`src/rtl/scdpram_reader_if.sv`:
```
// -----------------------------------------------------------------------------
// scdpram_reader_if
// Bundles the burst-control, RAM read port and output stream signals of
// scdpram_reader so they travel through a single port.
//   i_start / i_base_addr / i_count : burst request (sampled in IDLE)
//   o_busy / o_done                  : burst status, done is a 1-cycle pulse
//   o_rd_addr / i_rd_data            : synchronous-read RAM port (1-cycle latency)
//   o_data / o_valid / i_ready       : output stream, transfer = o_valid & i_ready
// slave  : the reader block itself
// master : the environment (requester, RAM and stream sink)
// -----------------------------------------------------------------------------
interface scdpram_reader_if #(
  parameter int WIDTH = 10,
  parameter int ADDR  = 4
) ();
  logic             i_start;
  logic [ADDR-1:0]  i_base_addr;
  logic [ADDR:0]    i_count;
  logic             o_busy;
  logic [ADDR-1:0]  o_rd_addr;
  logic [WIDTH-1:0] i_rd_data;
  logic [WIDTH-1:0] o_data;
  logic             o_valid;
  logic             i_ready;
  logic             o_done;

  modport slave (
    input  i_start, i_base_addr, i_count, i_rd_data, i_ready,
    output o_busy, o_rd_addr, o_data, o_valid, o_done
  );

  modport master (
    output i_start, i_base_addr, i_count, i_rd_data, i_ready,
    input  o_busy, o_rd_addr, o_data, o_valid, o_done
  );
endinterface

```
`src/rtl/scdpram_reader.sv`:
```
// -----------------------------------------------------------------------------
// scdpram_reader
// Reads a burst of i_count consecutive words (address wraps modulo 2**ADDR)
// from a synchronous-read RAM starting at i_base_addr and streams them out
// through a 2-entry buffer with valid/ready flow control.
// Ports:
//   clk       : clock, all state on the rising edge
//   i_reset_n : asynchronous active-low reset
//   bus       : scdpram_reader_if.slave (request, RAM port, stream, status)
// -----------------------------------------------------------------------------
module scdpram_reader #(
  parameter int WIDTH = 10,
  parameter int ADDR  = 4
) (
  input  logic               clk,
  input  logic               i_reset_n,
  scdpram_reader_if.slave    bus
);

  localparam logic [ADDR:0]   CNT_ONE  = (ADDR+1)'(1);
  localparam logic [ADDR-1:0] ADDR_ONE = ADDR'(1);

  typedef enum logic {IDLE = 1'b0, RUN = 1'b1} state_e;

  state_e           state_q, state_d;
  logic [ADDR-1:0]  addr_q, addr_d;          // next address to issue
  logic [ADDR-1:0]  rd_addr_q, rd_addr_d;    // last issued address
  logic [ADDR:0]    issue_rem_q, issue_rem_d;
  logic [ADDR:0]    xfer_rem_q, xfer_rem_d;
  logic             inflight_q, inflight_d;
  logic [1:0]       occ_q, occ_d;
  logic [WIDTH-1:0] buf0_q, buf0_d;          // head entry
  logic [WIDTH-1:0] buf1_q, buf1_d;
  logic             done_q, done_d;

  logic             pop;
  logic             capture;
  logic             issue;
  logic [2:0]       pend;

  always_comb begin
    pop     = (occ_q != 2'd0) & bus.i_ready;
    capture = inflight_q;
    // Slots already claimed after this cycle's pop; a new read may only be
    // issued if its word is guaranteed a buffer slot on arrival.
    pend    = {1'b0, occ_q} + {2'b00, inflight_q} - {2'b00, pop};
    issue   = (state_q == RUN) && (issue_rem_q != '0) && (pend < 3'd2);

    state_d     = state_q;
    addr_d      = addr_q;
    rd_addr_d   = rd_addr_q;
    issue_rem_d = issue_rem_q;
    xfer_rem_d  = xfer_rem_q;
    done_d      = 1'b0;

    if (state_q == IDLE) begin
      if (bus.i_start) begin
        addr_d      = bus.i_base_addr;
        issue_rem_d = bus.i_count;
        xfer_rem_d  = bus.i_count;
        // An empty burst completes immediately without entering RUN.
        if (bus.i_count == '0) done_d  = 1'b1;
        else                   state_d = RUN;
      end
    end else begin
      if (issue) begin
        addr_d      = addr_q + ADDR_ONE;
        rd_addr_d   = addr_q;
        issue_rem_d = issue_rem_q - CNT_ONE;
      end
      if (pop) begin
        xfer_rem_d = xfer_rem_q - CNT_ONE;
        if (xfer_rem_q == CNT_ONE) begin
          state_d = IDLE;
          done_d  = 1'b1;
        end
      end
    end

    inflight_d = issue;

    // Output buffer: the RAM word arriving this cycle lands behind whatever
    // remains after the pop, so order is kept on simultaneous capture/pop.
    occ_d  = occ_q + {1'b0, capture} - {1'b0, pop};
    buf0_d = buf0_q;
    buf1_d = buf1_q;
    case ({capture, pop})
      2'b10: begin
        if (occ_q == 2'd0) buf0_d = bus.i_rd_data;
        else               buf1_d = bus.i_rd_data;
      end
      2'b01: begin
        if (occ_q == 2'd2) buf0_d = buf1_q;
      end
      2'b11: begin
        if (occ_q == 2'd1) begin
          buf0_d = bus.i_rd_data;
        end else begin
          buf0_d = buf1_q;
          buf1_d = bus.i_rd_data;
        end
      end
      default: ;
    endcase
  end

  always_ff @(posedge clk or negedge i_reset_n) begin
    if (!i_reset_n) begin
      state_q     <= IDLE;
      addr_q      <= '0;
      rd_addr_q   <= '0;
      issue_rem_q <= '0;
      xfer_rem_q  <= '0;
      inflight_q  <= 1'b0;
      occ_q       <= 2'd0;
      buf0_q      <= '0;
      buf1_q      <= '0;
      done_q      <= 1'b0;
    end else begin
      state_q     <= state_d;
      addr_q      <= addr_d;
      rd_addr_q   <= rd_addr_d;
      issue_rem_q <= issue_rem_d;
      xfer_rem_q  <= xfer_rem_d;
      inflight_q  <= inflight_d;
      occ_q       <= occ_d;
      buf0_q      <= buf0_d;
      buf1_q      <= buf1_d;
      done_q      <= done_d;
    end
  end

  // The address reaches the RAM in the issue cycle itself; otherwise the
  // port keeps showing the last issued address.
  assign bus.o_rd_addr = issue ? addr_q : rd_addr_q;
  assign bus.o_busy    = (state_q == RUN);
  assign bus.o_valid   = (occ_q != 2'd0);
  assign bus.o_data    = buf0_q;
  assign bus.o_done    = done_q;

endmodule

```
`src/flat_wrapper.sv`:
```
// flat-port wrapper written by rule: the top's interface ports become plain ports
module scdpram_reader_flat 
#(
  parameter int WIDTH = 10,
  parameter int ADDR  = 4
)
  (clk, i_reset_n, bus_i_start, bus_i_base_addr, bus_i_count, bus_i_rd_data, bus_i_ready, bus_o_busy, bus_o_rd_addr, bus_o_data, bus_o_valid, bus_o_done);
  scdpram_reader_if #(.WIDTH(WIDTH), .ADDR(ADDR)) bus_i ();
  input  logic clk;
  input  logic i_reset_n;
  input wire logic [$bits(bus_i.i_start)-1:0] bus_i_start;
  input wire logic [$bits(bus_i.i_base_addr)-1:0] bus_i_base_addr;
  input wire logic [$bits(bus_i.i_count)-1:0] bus_i_count;
  input wire logic [$bits(bus_i.i_rd_data)-1:0] bus_i_rd_data;
  input wire logic [$bits(bus_i.i_ready)-1:0] bus_i_ready;
  output wire logic [$bits(bus_i.o_busy)-1:0] bus_o_busy;
  output wire logic [$bits(bus_i.o_rd_addr)-1:0] bus_o_rd_addr;
  output wire logic [$bits(bus_i.o_data)-1:0] bus_o_data;
  output wire logic [$bits(bus_i.o_valid)-1:0] bus_o_valid;
  output wire logic [$bits(bus_i.o_done)-1:0] bus_o_done;
  assign bus_i.i_start = bus_i_start;
  assign bus_i.i_base_addr = bus_i_base_addr;
  assign bus_i.i_count = bus_i_count;
  assign bus_i.i_rd_data = bus_i_rd_data;
  assign bus_i.i_ready = bus_i_ready;
  assign bus_o_busy = bus_i.o_busy;
  assign bus_o_rd_addr = bus_i.o_rd_addr;
  assign bus_o_data = bus_i.o_data;
  assign bus_o_valid = bus_i.o_valid;
  assign bus_o_done = bus_i.o_done;
  scdpram_reader #(.WIDTH(WIDTH), .ADDR(ADDR)) u_core (.clk(clk), .i_reset_n(i_reset_n), .bus(bus_i));
endmodule
```
`config.mk`:
```
export PLATFORM = sky130hd
export DESIGN_NAME = scdpram_reader_flat
export DESIGN_NICKNAME = d
export VERILOG_FILES = /design/src/rtl/scdpram_reader_if.sv /design/src/rtl/scdpram_reader.sv /design/src/flat_wrapper.sv
export SDC_FILE = /design/constraint.sdc
export NUM_CORES = 1
export LEC_CHECK = 0
export ABC_AREA = 1
export BUFFER_PORTS_ARGS = -buffer_cell sky130_fd_sc_hd__buf_2
export CORE_UTILIZATION = 39
export CTS_CLUSTER_DIAMETER = 60
export DETAILED_ROUTE_END_ITERATION = 8
export PLACE_DENSITY = 0.59
export SLEW_MARGIN = 25
export SYNTH_ARGS = -nofsm -noshare
export SYNTH_HDL_FRONTEND = slang
export SYNTH_SLANG_ARGS = --single-unit
export TNS_END_PERCENT = 50
```
`constraint.sdc`:
```
create_clock -name clk -period 4.35 [get_ports clk]
set_input_delay 1.305 -clock clk [delete_from_list [all_inputs] [get_ports clk]]
set_output_delay 1.305 -clock clk [all_outputs]
set_load 0.005 [all_outputs]
```
# Yosys cells after proc, flatten, opt, wreduce, memory -nomap -nowiden
# Cells that the tools add are included.
dict set report word_totals {
  output_inout_bits 17
  mem_bits_ro 0
  latch_bits 0
  wordCells 70
  inputBits 23
  reg_bits 43
  memories 0
  ram_bits 0
}
dict set report op_classes {
  n_addsub 7
  div 0
  n_lt_le_gt_ge 1
  shift 0
  n_reduce_logical 13
  multipliers 0
  n_bitwise 1
  eq_ne 12
  muxes 26
}
# cell n
set op_table {}
lappend op_table {{$mux W10} 5}
lappend op_table {{$pmux W10 S3} 1}
lappend op_table {{$mux W5} 5}
lappend op_table {{$pmux W10 S2} 1}
lappend op_table {{$mux W4} 4}
lappend op_table {{$mux W1} 10}
lappend op_table {{$sub A5 B1 Y5 const B} 2}
lappend op_table {{$ne A2 B2 Y1 const B} 4}
lappend op_table {{$eq A2 B2 Y1 const B} 3}
lappend op_table {{$reduce_and A3 Y1} 2}
lappend op_table {{$reduce_bool A2 Y1} 3}
lappend op_table {{$eq A5 B1 Y1 const B} 1}
lappend op_table {{$logic_not A5 Y1} 1}
lappend op_table {{$reduce_bool A5 Y1} 1}
lappend op_table {{$add A4 B1 Y4 const B} 1}
lappend op_table {{$eq A2 B1 Y1 const B} 2}
lappend op_table {{$ne A2 B1 Y1 const B} 2}
lappend op_table {{$reduce_and A2 Y1} 2}
lappend op_table {{$add A2 B1 Y3} 1}
lappend op_table {{$lt A3 B2 Y1 const B} 1}
lappend op_table {{$reduce_bool A3 Y1} 1}
lappend op_table {{$sub A3 B1 Y3} 1}
lappend op_table {{$add A2 B1 Y2} 1}
lappend op_table {{$logic_and A1 B1 Y1} 2}
lappend op_table {{other kinds (3)} 3}

# Longest topological paths before layout
# Gate-level depths: netlist (run 1).
dict set report depth {
  word_depth 7
  mapped_depth 14
  depth_no_buf 13
}

# Least setup slack after synthesis (run 1)
# OpenSTA, ideal clock, no wires.
dict set report synth_timing {
  kind {in2out}
  from {input bus_i_ready}
  to {output bus_o_rd_addr[2]}
  setup_slack_ns -0.058
  t_arrival_ns 3.103
  path_stages 14
  path_buffers 2
  required_time_ns 3.045
  path_cell_list {inv_1 nor2_2 buf_2 nand2_1 o21ai_0 ha_1 fa_1 nor2_2 nand2_1 nor2_2 nand2_2 buf_6 nand2_2 nand2_1}
}
dict set report synth_between {
  elab_chain_len 5
}
# element line
set synth_lines {}
lappend synth_lines {{start: declaration} flat_wrapper.sv:15} ;# input wire logic [$bits(bus_i.i_ready)-1:0] bus_i_ready;
lappend synth_lines {{$and A1 B1 Y1} scdpram_reader.sv:42} ;# pop = (occ_q != 2'd0) & bus.i_ready;
lappend synth_lines {{$sub A3 B1 Y3} scdpram_reader.sv:46} ;# pend = {1'b0, occ_q} + {2'b00, inflight_q} - {2'b00, pop};
lappend synth_lines {{$lt A3 B2 Y1} scdpram_reader.sv:47} ;# issue = (state_q == RUN) && (issue_rem_q != '0) && (pend < 3'd2);
lappend synth_lines {{$logic_and A1 B1 Y1} scdpram_reader.sv:47}
lappend synth_lines {{$mux W4} scdpram_reader.sv:135} ;# assign bus.o_rd_addr = issue ? addr_q : rd_addr_q;
lappend synth_lines {{end: declaration} flat_wrapper.sv:17} ;# output wire logic [$bits(bus_i.o_rd_addr)-1:0] bus_o_rd_addr;
# No other way between the ends.

# Final worst setup path (run 1)
dict set report layout_timing {
  from {input bus_i_ready}
  to {output bus_o_rd_addr[1]}
}
dict set report layout_between {
  elab_chain_len 5
}
# element line
set layout_lines {}
lappend layout_lines {{$and A1 B1 Y1} scdpram_reader.sv:42}
lappend layout_lines {{$sub A3 B1 Y3} scdpram_reader.sv:46}
lappend layout_lines {{$lt A3 B2 Y1} scdpram_reader.sv:47}
lappend layout_lines {{$logic_and A1 B1 Y1} scdpram_reader.sv:47}
lappend layout_lines {{named net u_core.inflight_d} scdpram_reader.sv:30} ;# logic inflight_q, inflight_d;
lappend layout_lines {{$mux W4} scdpram_reader.sv:135}
# The timed path passes the listed nets, and every way through them passes these cells.

==> qor.yml, run 1 <==
worst_slew_pin_slew_ps: 745.0
vias: 2023
synthToLayoutAreaGrowth_pct: 19.58
dp_slack_ps: -82.12
diodes: 0
clock_skew_ps: 4.539
dieArea_sq_um: 6261
routed_wl_um: 4888
leakagePower_uw: 0.001506
grt_busiest_layer: "met2"
grt_util_met2_pct: 26.98
power_uw: 2059
synth_edf_count: 0
syn_avg_cell_area_sq_um: 7.784
endpoint_kind: "output pin"
crit_fanout: 8
yosysTopAreaCellShare_pct: 46.39
path_clk_slew_ps: 90
drt_iter0_drc: 118
drc_errors: 0
startpoint_type: "primary input"
port_buffers: 39
fmax_ghz: 0.2334
wl_per_cell_um: 11.81
use_met1_pct: 22.77
fin_crit_ps: 4285
cp.arrival_ps: 2980
layout.nets: 371
synth_seq_area_share_pct: 46.39
gp_congestion: 0.7391
min_period_over_period_pct: 98.50
cellPowerDensity_nw_per_um2: 742.2
grt_antenna_before_repair: 0
final_cell_area_sq_um: 2774
dpl-instance-area_sq_um: 2604
die_h_um: 79.13
ir_drop_uv: 466.3
hold_slack_ps: 482.1
first_global_vias: 1760
path_class: "in2out"
synth_fp_nets: 328
start_util_pct: 41.37
path_cells: "buf_8 -> buf_6 -> o21ai_2 -> ha_2 -> fa_1 -> nor2_2 -> nand2_1 -> nor2_2 -> nand2_4 -> inv_4 -> nand2_2 -> nand2_1 -> buf_2"
synth_top_area_cell: "dfrtp_1"
core_sq_um: 5608
num_io_pins: 40
synth_common_cells: "98 x nand2_1, 43 x dfrtp_1, 37 x inv_1, 33 x o21ai_0, 22 x nand3_1"
synth_seq_cells: 43
dp_hpwl_um: 3410
hold_viol: 0
rows: 27
path_buf_inv: 4
drv_slew: 0
run_status: "completed"
grt_pass1_wl_um: 8259
finalSetupTns_ps: 0
clockBufferDepth: 2
fin_ws_ps: 65.42
synthFlopType: "dfrtp_1"
slowest_stage: "fa_1"
root_buffer: "clkbuf_8"
cts_tree: "yes"
clk_latency_ps: 300
synth_cells: 298
max_cap_violations: 0
drt-pass1-iter-count: 4
grt_max_degree: 44
track_usage_pct: 17.10
avgViaCountPerCell: 4.886
clock-sinks: 43
yosysWarnings: 0
netlist_area_sq_um: 2320
cp_slowest_stage_delay_ps: 430
die_w_um: 79.13
cpLargestDelayFamily: "adder cells"
drive_gt1_share_pct: 23.98
slew_headroom_pct: 50.33
rsz0062_at_grt: "true"
cts_buffers: 5
fillCellCount: 594
hold_class: "reg2reg"
grt-ovfl-total: 0
hold_buffers: 0
yosysMostFrequentCell: "nand2_1"
cp.required_ps: 3040
yosysUniqueCellTypes: 23
ant_nets: 0
setup-violations-final: 0
synthArstFlopShare_pct: 100.0
h-tree-depth: 2
synth_area_leaders: "dfrtp_1 46%, nand2_1 16%, o21ai_0 7.1%"
use_met3_pct: 3.678
-- final cells by class --
cell class              count  area [sq um]  share of cell area [%]
multi-input cells         206          1080                   38.93
clock inverters             3         43.79                   1.579
flip-flops and latches     43          1076                   38.79
clock buffers               5         68.82                   2.481
repair buffers             46         264.0                   9.517
well taps                  72         90.09                   3.248
inverters                  39         151.4                   5.458
-- power by group --
group	total, uW	leakage [uW]	switching [uW]	internal (uW)
clock	317	0.0000581	146	171
combinational	1010	0.000911	602	409
sequential	731	0.000537	144	587
total	2060	0.00151	891	1170
-- metal layers --
| metal | up-vias | wire [um] | part of all wire, % |
|---|---|---|---|
| met5 | - | 0 | 0 |
| met2 | 36 | 2302 | 47 |
| li1 | 1027 | - | - |
| met1 | 952 | 2321 | 47 |
| met3 | 8 | 168 | 3.4 |
| met4 | 0 | 95 | 1.9 |
-- kinds of logic after synthesis --
group / after synthesis / share of synthesized area (%)
AO/OA/AOI/OAI: 38 / 8.252
XOR/XNOR: 1 / 0.3776
adder cells (fa/ha/maj): 7 / 4.099
buffers and inverters: 49 / 8.522
flip-flops: 43 / 46.39
AND/OR/NAND/NOR: 160 / 32.36
-- cells in the final DEF, fill, tap and decap left out --
cell type   n
inv_4       2
fa_1        1
a21oi_1     3
ha_2        1
o21ai_1     1
o21ai_2     1
nand3b_1   10
nor3_1      1
buf_4       7
inv_1      36
ha_1        5
nand3_1    22
bufinv_16   1
buf_8       1
nand4_1     2
nand2_2     7
buf_2      37
o21ai_0    32
dfrtp_1    43
nand2_4     2
nor2_4      1
inv_2       1
o22ai_1     1
clkinv_4    1
clkinv_2    1
xor2_1      1
or2_2       1
nand2_1    93
nor2_1      9
buf_6       1
nand3_2     9
clkbuf_8    5
nor2_2      3
-- what timing repair did --
action,in CTS,in global routing
pin swaps,5,8
endpoints found under the setup margin,4,4
setup buffers,0,1
gates resized for setup,6,10
-- sequential cells by signal, indices dropped and copies added, names as in the netlist --
signal and flops:
u_core.addr_q 4, u_core.buf1_q 10, u_core.bus.o_busy 1, u_core.bus.o_data 10, u_core.bus.o_done 1, u_core.capture 1
u_core.issue_rem_q 5, u_core.occ_q 2, u_core.rd_addr_q 4, u_core.xfer_rem_q 5
-- worst register-to-register path, stage by stage (launching register included) --
cell	delay, ps
dfrtp_1	440
nor2_2	170
nor2_4	60
nand2_2	70
o21ai_2	50
ha_2	180
fa_1	510
nor2_2	50
nand2_1	80
nor2_2	50
nand2_4	120
buf_4	230
nand2_2	160
nand2_1	130
nand2_1	50
-- path summary, 6_finish.rpt --
kind | start | endpoint | slack [ps] | cells past startpoint
setup / recovery | bus_i_ready | bus_o_rd_addr[1] | 70 | 13
min in group asynchronous | i_reset_n | u_core.xfer_rem_q[3] | 980 | 1
setup reg to reg | u_core.occ_q[1] | u_core.issue_rem_q[4] | 1880 | 14
max in group asynchronous | i_reset_n | u_core.rd_addr_q[2] | 3000 | 1
hold reg to reg | u_core.buf1_q[2] | u_core.buf1_q[2] | 480 | 2
hold / removal | u_core.buf1_q[2] | u_core.buf1_q[2] | 480 | 2
-- stage by stage --
| stage | std cells | utilization (%) |
|---|---|---|
| after floorplan | 298 | - |
| after CTS | 413 | 48.66 |
| after global placement | 405 | 46.43 |
| after detailed placement | 405 | 46.43 |
| after global routing | 414 | 49.46 |
| final | 414 | 49.46 |
Note: power is estimated with default switching activity, not from simulation.
==> run 2, diff against run 1 <==
--- a/config.mk
+++ b/config.mk
@@ -10,7 +10,8 @@
 export CORE_UTILIZATION = 39
 export CTS_CLUSTER_DIAMETER = 60
 export DETAILED_ROUTE_END_ITERATION = 8
-export PLACE_DENSITY = 0.59
+export PLACE_DENSITY = 0.57
+export SKIP_LAST_GASP = 1
 export SLEW_MARGIN = 25
 export SYNTH_ARGS = -nofsm -noshare
 export SYNTH_HDL_FRONTEND = slang
==> constraint.sdc (replaced) <==
create_clock -name clk -period 5.5 [get_ports clk]
set_input_delay 1.65 -clock clk [delete_from_list [all_inputs] [get_ports clk]]
set_output_delay 1.65 -clock clk [all_outputs]
set_load 0.005 [all_outputs]
==> qor.yml, run 2 (synthesis results as in run 1) <==
drc_errors: 0  # unchanged
cellPowerDensity_nw_per_um2: 577.2  # -22%
port_buffers: 39  # unchanged
wl_per_cell_um: 11.77  # -0.33%
ant_nets: 0  # unchanged
cpLargestDelayFamily: "simple AND/OR/NAND/NOR gates"
layout_common_cells: "98 x nand2_1, 43 x dfrtp_1, 38 x buf_2, 37 x inv_1, 33 x o21ai_0"
cts_buffers: 5  # unchanged
cts_setup_buffers: 0  # unchanged
leakagePower_uw: 0.001463  # -2.9%
track_usage_pct: 16.91  # -0.20 points
drv_slew: 0  # unchanged
startpoint_type: "primary input"
grt_max_degree: 44  # unchanged
drt_iter0_drc: 65  # -45%
cp.arrival_ps: 3490  # +510 ps
slowest_stage: "fa_1"
drt-pass1-iter-count: 4  # unchanged
path_buf_inv: 4  # unchanged
ir_drop_uv: 393.2  # -16%
synthToLayoutAreaGrowth_pct: 15.48
core_sq_um: 5608  # unchanged
start_util_pct: 41.37  # unchanged
dp_slack_ps: 363.2  # +445.3 ps
crit_fanout: 8  # unchanged
cts_tree: "yes"
num_io_pins: 40  # unchanged
rsz0062_at_grt: "false"
drive_gt1_share_pct: 20.41  # -3.6 points
hold_viol: 0  # unchanged
fillCellCount: 616  # +3.7%
clock-sinks: 43  # unchanged
gp_congestion: 0.7584  # +2.6%
worst_slew_pin_slew_ps: 655.6  # -89.39 ps
clockBufferDepth: 2  # unchanged
startpoint: "bus_i_ready"
layout.nets: 367  # -1.1%
path_class: "in2out"
clk_latency_ps: 290  # about the same
grt-ovfl-total: 0  # unchanged
root_buffer: "clkbuf_8"
die_h_um: 79.13  # unchanged
dieArea_sq_um: 6261  # unchanged
reg2reg_from: "u_core.occ_q[1]"
cpMostUsedCell: "nand2_1"
min_period_over_period_pct: 93.43
grt_pass1_wl_um: 8286  # +0.33%
mostFrequentLayoutCell: "nand2_1"
regArea_sq_um: 1076  # unchanged
dp_hpwl_um: 3380  # -0.88%
max_cap_violations: 0  # unchanged
fin_crit_ps: 5139
h-tree-depth: 2  # unchanged
path_clk_slew_ps: 70  # -20 ps
multi_input_area_sq_um: 1046  # -3.1%
finalSetupTns_ps: 0  # unchanged
place_inst: 402  # -0.74%
clock_skew_ps: 7.602  # +3.062 ps
hold_path_startpoint: "u_core.rd_addr_q[1]"
routed_wl_um: 4825  # -1.3%
rows: 27  # unchanged
avgViaCountPerCell: 4.766  # -2.5%
grt_antenna_before_repair: 0  # unchanged
cts_resized: 0  # -6
endpoint_kind: "output pin"
hold_buffers: 0  # unchanged
die_w_um: 79.13  # unchanged
setup-violations-final: 0  # unchanged
path_cells: "buf_2 -> inv_1 -> nor2_2 -> nand2_1 -> o21ai_0 -> ha_1 -> fa_1 -> nor2_2 -> nand2_1 -> nor2_2 -> nand2_2 -> inv_2 -> nand2_1 -> nand2_1 -> buf_2"
fin_ws_ps: 361.1  # +295.7 ps
fin_cells: 410  # -0.97%
diodes: 0  # unchanged
finish.utilization_pct: 47.77  # -1.7 points
cp.required_ps: 3850  # +810 ps
hold_class: "reg2reg"
run_status: "completed"
vias: 1954  # -3.4%
slew_headroom_pct: 56.18  # +5.9 points
cp_slowest_stage_delay_ps: 440  # about the same
first_global_vias: 1841  # +4.6%
fmax_ghz: 0.1946
[run 2: stage by stage]
| stage | area (sq um) | total power [uW] | hold slack, ps |
|---|---|---|---|
| 2_1_floorplan | 2320 | 1132 | 442.8 |
| 3_3_place_gp | 2576 | 1330 | 458.9 |
| 3_5_place_dp | 2576 | 1344 | 463.8 |
| 4_1_cts | 2676 | 1568 | 484.5 |
| 5_1_grt | 2679 | 1721 | 502.4 |
| 6_report | 2679 | 1546 | 477.0 |
[run 2: final cells by class]
| cell class | instances | area share [%] |
|---|---|---|
| clock buffers | 8 | 3.737 |
| well taps | 72 | 3.363 |
| repair buffers | 42 | 8.220 |
| multi-input cells | 206 | 39.05 |
| flip-flops and latches | 43 | 40.17 |
| inverters | 39 | 5.465 |
[run 2: worst paths after layout]
check                                   endpoint  slack [ps]  cells after the start
max in group asynchronous   u_core.bus.o_data[1]        3780                      1
min reg2reg                  u_core.rd_addr_q[1]         480                      2
max reg2reg                u_core.issue_rem_q[4]        2960                     14
min                          u_core.rd_addr_q[1]         480                      2
max                             bus_o_rd_addr[1]         360                     15
min in group asynchronous      u_core.bus.o_done        1350                      1
[run 2: power by group]
part | internal, uW | total [uW] | switching [uW] | leakage [uW]
Sequential | 465 | 574 | 109 | 0.000537
Combinational | 298 | 755 | 456 | 0.000874
Clock | 115 | 218 | 103 | 0.0000515
[run 2: worst register-to-register path: stages, from the launching register on]
cell     delay [ps]
dfrtp_1         430
nor2_2          130
nor2_2           50
nand2_1          90
o21ai_0         110
ha_1            210
fa_1            520
nor2_2           50
nand2_1          70
nor2_2           40
nand2_2         140
buf_4           240
nand2_2         170
nand2_1         130
nand2_1          60
[run 2: metal layers]
metal | vias to the layer above | GRT usage [%] | share of wire [%]
li1 | 1024 | - | -
met5 | - | 0 | 0
met4 | 0 | 3.818 | 0
met3 | 0 | 3.448 | 2.6
met2 | 23 | 27.50 | 46
met1 | 907 | 23.06 | 51
==> run 3, diff against run 2 <==
--- a/config.mk
+++ b/config.mk
@@ -5,7 +5,7 @@
 export SDC_FILE = /design/constraint.sdc
 export NUM_CORES = 1
 export LEC_CHECK = 0
-export ABC_AREA = 1
+export ABC_AREA = 0
 export BUFFER_PORTS_ARGS = -buffer_cell sky130_fd_sc_hd__buf_2
 export CORE_UTILIZATION = 39
 export CTS_CLUSTER_DIAMETER = 60
==> qor.yml, run 3 <==
rows: 27  # unchanged
grt_max_degree: 44  # unchanged
yosysMostFrequentCell: "dfrtp_1"
endpoint_kind: "output pin"
layout.nets: 269  # -27%
drv_slew: 0  # unchanged
worst_slew_pin_slew_ps: 659.0  # +3.406 ps
cellPowerDensity_nw_per_um2: 596.6  # +3.4%
clock-sinks: 43  # unchanged
hold_path_startpoint: "u_core.buf1_q[0]"
synthFlopType: "dfrtp_1"
synth_top_area_cell: "dfrtp_1"
synth_area_leaders: "dfrtp_1 49%, mux2i_1 7.2%, mux2_2 6.1%"
grt_pass1_wl_um: 6989  # -16%
r2r_end: "u_core.rd_addr_q[3]"
drt-pass1-iter-count: 4  # unchanged
slew_headroom_pct: 55.92  # -0.26 points
setup-violations-final: 0  # unchanged
die_h_um: 77.27  # -2.3%
first_global_vias: 1533  # -17%
hold_viol: 0  # unchanged
synth_edf_count: 0  # unchanged
diodes: 0  # unchanged
clock_skew_ps: 11.32  # +3.720 ps
ir_drop_uv: 214.6  # -45%
avgViaCountPerCell: 4.862  # +2.0%
cp.required_ps: 3850  # about the same
cts_setup_buffers: 0  # unchanged
multi_input_area_sq_um: 1055  # +0.84%
routed_wl_um: 4201  # -13%
reg2reg_from: "u_core.occ_q[1]"
finalSetupTns_ps: 0  # unchanged
yosysUniqueCellTypes: 39  # +70%
clk_latency_ps: 300  # about the same
path_class: "in2out"
cts_buffers: 5  # unchanged
cp.arrival_ps: 3590  # +100 ps
path_cells: "buf_2 -> nor2b_1 -> nand2b_1 -> ha_1 -> fa_1 -> nor2b_1 -> and3_4 -> mux2_4 -> buf_2"
max_cap_violations: 0  # unchanged
vias: 1517  # -22%
drive_gt1_share_pct: 31.25  # +11 points
cts_tree: "yes"
synth_seq_area_share_pct: 48.70  # +2.3 points
startpoint_type: "primary input"
fillCellCount: 542  # -12%
holdPathStages: 1  # -1
dieArea_sq_um: 5971  # -4.6%
fin_crit_ps: 5242  # +103.1 ps
synth_cells: 199  # -33%
port_buffers: 39  # unchanged
cp_slowest_stage_delay_ps: 440  # about the same
hold_class: "reg2reg"
start_util_pct: 40.37  # -0.99 points
path_clk_slew_ps: 90  # +20 ps
num_io_pins: 40  # unchanged
netlist_area_sq_um: 2210  # -4.7%
rrSetupSlack_ps: 2990  # +30 ps
rsz0062_at_grt: "false"
yosysWarnings: 0  # unchanged
die_w_um: 77.27  # -2.3%
leakagePower_uw: 0.001258  # -14%
run_status: "completed"
gp_congestion: 0.7507  # -1.0%
track_usage_pct: 15.11  # -1.8 points
mostFrequentLayoutCell: "dfrtp_1"
drt_iter0_drc: 66  # +1.5%
grt-ovfl-total: 0  # unchanged
min_to: "u_core.buf1_q[0]"
min_period_over_period_pct: 95.31  # +1.9 points
core_sq_um: 5473  # -2.4%
ant_nets: 0  # unchanged
crit_fanout: 7  # -1
clockBufferDepth: 2  # unchanged
h-tree-depth: 2  # unchanged
syn_avg_cell_area_sq_um: 11.10  # +43%
root_buffer: "clkbuf_8"
regArea_sq_um: 1076  # unchanged
synthToLayoutAreaGrowth_pct: 16.76
fmax_ghz: 0.1908  # -2.0%
drc_errors: 0  # unchanged
synth_fp_nets: 229  # -30%
yosysTopAreaCellShare_pct: 48.70  # +2.3 points
synth_common_cells: "43 x dfrtp_1, 16 x mux2i_1, 16 x nor2_1, 15 x o21ai_0, 14 x a21oi_1"
wl_per_cell_um: 13.46  # +14%
synthArstFlopShare_pct: 100.0  # unchanged
finish.utilization_pct: 47.14  # -0.63 points
layout_common_cells: "43 x dfrtp_1, 38 x buf_2, 16 x nor2_1, 16 x mux2i_1"
synth_seq_cells: 43  # unchanged
dp_hpwl_um: 2947  # -13%
cts_resized: 0  # unchanged
hold_buffers: 0  # unchanged
grt_antenna_before_repair: 0  # unchanged
slowest_stage: "fa_1"
power_uw: 1539  # -0.46%
rr_worst_depth: 8  # -6
[run 3: final cells by class]
cell class | instances | share of cell area [%]
Timing Repair Buffer | 41 | 8.244
Multi-Input combinational cell | 139 | 40.88
Tap cell | 72 | 3.492
Sequential cell | 43 | 41.71
Inverter | 9 | 1.309
Clock buffer | 5 | 2.667
Clock inverter | 3 | 1.697
[run 3: logic make-up (layout without fill, tap and decap cells)]
| kind of cell | Yosys count | after routing | synth area share [%] |
|---|---|---|---|
| xor+xnor | 7 | 7 | 2.775 |
| mux | 35 | 35 | 18.12 |
| buf+inv | 17 | 58 | 3.567 |
| compound gates | 42 | 42 | 11.95 |
| flops | 43 | 43 | 48.70 |
| simple gates | 48 | 48 | 10.59 |
| fa+ha+maj | 7 | 7 | 4.303 |
[run 3: worst max-delay path by stage]
stage,startpoint,to,cells after the start
final,bus_i_ready,bus_o_rd_addr[3],9
after global routing,bus_i_ready,bus_o_rd_addr[3],9
after CTS,bus_i_ready,bus_o_rd_addr[3],9
after detailed placement,bus_i_ready,bus_o_rd_addr[3],9
after global placement,bus_i_ready,bus_o_rd_addr[3],9
after floorplan,bus_i_ready,bus_o_rd_addr[0],8
[run 3: power by group]
part,total [uW],switching (uW),internal (uW)
Sequential,570,106,464
Clock,251,116,135
Combinational,718,333,385
Total,1540,555,984
[run 3: metrics by stage]
stage / hold WS (ps) / instances / area (sq um) / setup slack [ps]
floorplan: 470.6 / 199 / 2210 / 546.6
global placement: 485.5 / 304 / 2465 / 284.6
detailed placement: 492.6 / 304 / 2465 / 247.5
CTS: 513.7 / 312 / 2577 / 239.3
global route: 520.6 / 312 / 2580 / 127.9
finish: 509.2 / 312 / 2580 / 258.0
[run 3: critical path: cells and delay by family]
family                     cells  cell delay [ps]
and+or+nand+nor                4              780
adders and majority gates      2              600
muxes                          1              310
buffers and inverters          2              240
[run 3: per-layer routing]
metal  up-vias  wire, um  track usage, %
li1        772         -               -
met1       703      2035           18.75
met2        34      1930           25.13
met3         8       175           3.810
met4         0        59           5.660
met5         -         0               0
